<file path="src/rtl/serial_word_rx.sv">
// serial_word_rx: start/stop framed serial receiver with a one-entry valid/ready holding register.
// Optional even-parity stage is enabled by defining SERIAL_RX_PARITY_EN.
module serial_word_rx #(
  parameter int WIDTH = 5
) (
  input  logic             clk,
  input  logic             rst,
  input  logic             si,
  input  logic             bit_en,
  input  logic             dir,
  input  logic             ready,
  output logic [WIDTH-1:0] po,
  output logic             valid,
  output logic             busy,
  output logic             overrun,
  output logic             frame_err,
  output logic             parity_err
);

  localparam int CW = $clog2(WIDTH + 1);

  typedef enum logic [1:0] {
    IDLE   = 2'd0,
    DATA   = 2'd1,
`ifdef SERIAL_RX_PARITY_EN
    PARITY = 2'd2,
`endif
    STOP   = 2'd3
  } state_e;

  state_e           state_q, state_d;
  logic [CW-1:0]    cnt_q, cnt_d;
  logic [WIDTH-1:0] sreg_q, sreg_d;
  logic             dir_q, dir_d;
  logic             armed_q, armed_d;
  logic [WIDTH-1:0] po_q, po_d;
  logic             valid_q, valid_d;
  logic             overrun_q, overrun_d;
  logic             frameErr_q, frameErr_d;
  logic             deliver;
`ifdef SERIAL_RX_PARITY_EN
  logic             par_q, par_d;
  logic             parBit_q, parBit_d;
  logic             parityErr_q, parityErr_d;
`endif

  // Armed must be re-established by a high sample, so a stuck-low line never starts frames.
  always_comb begin
    state_d    = state_q;
    cnt_d      = cnt_q;
    sreg_d     = sreg_q;
    dir_d      = dir_q;
    armed_d    = armed_q;
    deliver    = 1'b0;
    frameErr_d = 1'b0;
`ifdef SERIAL_RX_PARITY_EN
    par_d      = par_q;
    parBit_d   = parBit_q;
`endif
    if (bit_en) begin
      case (state_q)
        IDLE: begin
          if (si) begin
            armed_d = 1'b1;
          end else if (armed_q) begin
            state_d = DATA;
            dir_d   = dir;
            cnt_d   = '0;
`ifdef SERIAL_RX_PARITY_EN
            par_d   = 1'b0;
`endif
          end
        end
        DATA: begin
          sreg_d = dir_q ? {sreg_q[WIDTH-2:0], si} : {si, sreg_q[WIDTH-1:1]};
          cnt_d  = cnt_q + 1'b1;
`ifdef SERIAL_RX_PARITY_EN
          par_d  = par_q ^ si;
          if (cnt_q == CW'(WIDTH - 1)) state_d = PARITY;
`else
          if (cnt_q == CW'(WIDTH - 1)) state_d = STOP;
`endif
        end
`ifdef SERIAL_RX_PARITY_EN
        PARITY: begin
          parBit_d = si;
          state_d  = STOP;
        end
`endif
        STOP: begin
          state_d = IDLE;
          if (si) begin
            deliver = 1'b1;
            armed_d = 1'b1;
          end else begin
            frameErr_d = 1'b1;
            armed_d    = 1'b0;
          end
        end
        default: state_d = IDLE;
      endcase
    end
  end

  // Holding register: a delivery wins over consumption when both happen in one cycle.
  always_comb begin
    po_d        = po_q;
    valid_d     = valid_q;
    overrun_d   = overrun_q;
`ifdef SERIAL_RX_PARITY_EN
    parityErr_d = parityErr_q;
`endif
    if (deliver) begin
      if (!valid_q || ready) begin
        po_d        = sreg_q;
        valid_d     = 1'b1;
`ifdef SERIAL_RX_PARITY_EN
        parityErr_d = parBit_q ^ par_q;
`endif
      end else begin
        overrun_d = 1'b1;
      end
    end else if (valid_q && ready) begin
      valid_d = 1'b0;
    end
  end

  always_ff @(posedge clk) begin
    if (!rst) begin
      state_q     <= IDLE;
      cnt_q       <= '0;
      sreg_q      <= '0;
      dir_q       <= 1'b0;
      armed_q     <= 1'b0;
      po_q        <= '0;
      valid_q     <= 1'b0;
      overrun_q   <= 1'b0;
      frameErr_q  <= 1'b0;
`ifdef SERIAL_RX_PARITY_EN
      par_q       <= 1'b0;
      parBit_q    <= 1'b0;
      parityErr_q <= 1'b0;
`endif
    end else begin
      state_q     <= state_d;
      cnt_q       <= cnt_d;
      sreg_q      <= sreg_d;
      dir_q       <= dir_d;
      armed_q     <= armed_d;
      po_q        <= po_d;
      valid_q     <= valid_d;
      overrun_q   <= overrun_d;
      frameErr_q  <= frameErr_d;
`ifdef SERIAL_RX_PARITY_EN
      par_q       <= par_d;
      parBit_q    <= parBit_d;
      parityErr_q <= parityErr_d;
`endif
    end
  end

  assign po        = po_q;
  assign valid     = valid_q;
  assign busy      = (state_q != IDLE);
  assign overrun   = overrun_q;
  assign frame_err = frameErr_q;
`ifdef SERIAL_RX_PARITY_EN
  assign parity_err = parityErr_q;
`else
  assign parity_err = 1'b0;
`endif

endmodule

</file>
<file path="config.mk">
export PLATFORM = sky130hd
export DESIGN_NAME = serial_word_rx
export DESIGN_NICKNAME = d
export VERILOG_FILES = /design/src/rtl/serial_word_rx.sv
export SDC_FILE = /design/constraint.sdc
export NUM_CORES = 1
export LEC_CHECK = 0
export ABC_CLOCK_PERIOD_IN_PS = 1370
export CORE_AREA = 10 10 55 57
export DETAILED_ROUTE_END_ITERATION = 8
export DIE_AREA = 0 0 65 67
export PLACE_DENSITY = 0.76
export SYNTH_ARGS = -nofsm -noshare
export SYNTH_HDL_FRONTEND = slang
export SYNTH_SLANG_ARGS = --single-unit
</file>
<file path="constraint.sdc">
create_clock -name clk -period 1.37 [get_ports clk]
set_input_delay 0.274 -clock clk [delete_from_list [all_inputs] [get_ports clk]]
set_output_delay 0.274 -clock clk [all_outputs]
set_load 0.01 [all_outputs]
</file>
==> metrics.md, run 1 <==
| Metric | Value |
|---|---|
| WS Path Type | register to output pin |
| I/O pins | 16 |
| First-pass GRT wire length | between 3000 and 4000 um |
| DIE AREA | between 4000 and 5000 um^2 |
| Final TNS setup | 0 ps |
| Req. time, crit path | between 1000 and 1500 ps |
| Cells after Synth | around 100 |
| Drt first pass iters | 6 |
| Power consumption | approximately 1200 uW |
| Final period util | a little over nine tenths |
| Syn avg cell area | roughly 9.4 um^2 |
| Core Box Area | just under 2000 um^2 |
| Clk sink count | 20 |
| CP arrival | between 1000 and 1500 ps |
| Cell variety after synth | 34 |
| Most frequent cells in the layout | 22 x nand2_1, 20 x dfxtp_1, 12 x mux2i_1 |
| Fraction of layout cells with a size suffix above 1 | between 10% and 20% |
| Row cnt | 16 |
| Syn nets | 112 |
| WL per Instance | around 13 um |
| Drt total wl | 1959 um |
| Largest net degree at the start of global routing | 30 |
| Peak supply drop | 0.0006587 V |
| Setup violators final | 0 |
| CP startpoint kind | register |
| Layout area overhead | 23.01% |
| Area leader, netlist | dfxtp_1 |
| Commonest non-fill, non-tap cell in the layout | nand2_1 |
| Critical path peak fanout | 4 |
| Number of buffers created by CTS | 3 |
| Initial DRC count | 20 |
| Placer congestion estimate | a little under 0.8 |
| Pwr dens | around 980 nW/um^2 |
| Setup repair bufs after CTS | 0 |
| Crit end category | output pin |
| Yosys reg bits | 20 |
| Residual DRC count | 0 |
| Number of global-route vias before repair | between 700 and 800 |
| Port-buffer cells | 14 |
| H-tree Lvls | 1 |
| Finished layout cell area | approximately 1200 um^2 |
| Final Hold Fails | 0 |
| Synthesis warning total | 0 |
| GR Util All Layers | a little under a tenth |
| Vias per cell | 5.161 |
| CTS max path bufs | 2 |
| Status | completed |
| Max Cap Viol | 0 |
| Worst Skew | 4.631 ps |
| Placed wire-length estimate | roughly 1400 um |
| Worst hold slack | 464.1 ps |
| Seq/Total Area, Yosys | roughly two fifths |
| Root buffer cell | clkbuf_4 |
| Final Max Tran Viols | 0 |
| Mapped cell area | 973.4 um^2 |
| Clock Latency Late Sink | 310 ps |
| CTS tree | built |
| Antenna viol nets, final | 0 |
| Min Tclk post-route | 1322 ps |
| Antenna diodes | 0 |
| Die Y | approximately 67 um |
| Nets | about 130 |
| Fmax | around 0.76 GHz |
| Post-synth top area share | roughly two fifths |
| Top cells by area, synth | dfxtp_1 41%, mux2i_1 12%, nand2_1 8.5% |
| Initial Utilization | 50.13% |
| DIE WIDTH | 65 um |
| Clock transition at the registers of the reported paths | about 120 ps |
| Leak | around 0.00053 uW |
| Vias | 769 |
| Post-DP Area | 1160 um^2 |
| Worst hold path type | register to register |
| GRT overflow | 0 |
| Initial antenna violation count | 0 |
| RSZ-0062 raised after global routing | false |
[critical path: stages (launching register included)]
cell and delay [ps]:
dfxtp_1 330, or2_4 260, buf_2 150
[layout make-up]
class	instances	area [um^2]
clock buffer	3	22.52
sequential	20	400.4
fill	184	744.5
multi-input combinational	70	483.0
inverter	4	15.01
timing repair buffer	24	212.7
clock inverter	1	30.03
tap	27	33.78
[synth_stat cells, drive strengths merged]
cell and count:
inv 4, nand4 2, ha 2, a21boi 1, o211ai 2, nor4bb 1, nor2 1, and3b 1
or2 1, nand3 1, mux2i 12, a21oi 3, nand2 22, nor3b 1, nand2b 3, o211a 5
nand3b 1, o21a 2, nor2b 1, and2 1, conb 1, a31oi 1, buf 8, nand4b 2
dfxtp 20, o21ai 2, clkbuf 2, o31ai 1
[cells by family after synthesis]
kind of cell	synth area share, %
multiplexers	12.34
flip-flops	41.13
buffers and inverters	9.253
AO/OA/AOI/OAI	13.37
other	0.3852
AND/OR/NAND/NOR	20.95
adder cells (fa/ha/maj)	2.570
[stage by stage]
stage / utilization (%) / setup slack [ps] / cells
CTS: 61.66 / 43.77 / 149
finish: 61.66 / 48.03 / 149
floorplan: - / 317.3 / 104
global placement: 59.73 / -184.3 / 145
detailed placement: 59.73 / -191.1 / 145
global route: 61.66 / 2.022 / 149
[report_power, final]
part           internal [uW]  switching (uW)
Combinational           42.6            40.6
Sequential               589            7.90
Clock                    296             196
Total                    928             245
[state kept, by name (all words and copies together) (netlist names)]
register / flops
po: 5
sreg_q: 5
cnt_q: 3
state_q: 2
armed_q: 1
dir_q: 1
frame_err: 1
overrun: 1
valid: 1
[final timing paths]
check        startpoint        end  slack, ps  cells after the start
min reg2reg       po[0]      po[0]        460                      2
min               po[0]      po[0]        460                      2
max reg2reg  state_q[1]  sreg_q[1]        100                      4
max          state_q[1]       busy         50                      2
[per-layer routing]
layer / routed length [um] / GRT usage, % / share of wire [%] / vias to the layer above
met5: 0 / 0 / 0 / -
met3: 88 / 4.348 / 4.5 / 4
li1: - / - / - / 388
met2: 998 / 16.26 / 51 / 12
met4: 24 / 4.011 / 1.2 / 0
met1: 848 / 8.997 / 43 / 365
[timing repair]
action	4_1_cts	5_1_grt
hold buffers	0	0
setup endpoints to repair	9	0
gates resized for setup	12	0
Power figures use the tool's default switching activity.
==> run 2: changes to the inputs <==
--- a/config.mk
+++ b/config.mk
@@ -9,6 +9,7 @@
 export CORE_AREA = 10 10 55 57
 export DETAILED_ROUTE_END_ITERATION = 8
 export DIE_AREA = 0 0 65 67
+export GPL_ROUTABILITY_DRIVEN = 0
 export PLACE_DENSITY = 0.76
 export SYNTH_ARGS = -nofsm -noshare
 export SYNTH_HDL_FRONTEND = slang
==> results of run 2 <==
Same layout as run 1: the final DEF is identical, and so are final timing and power.
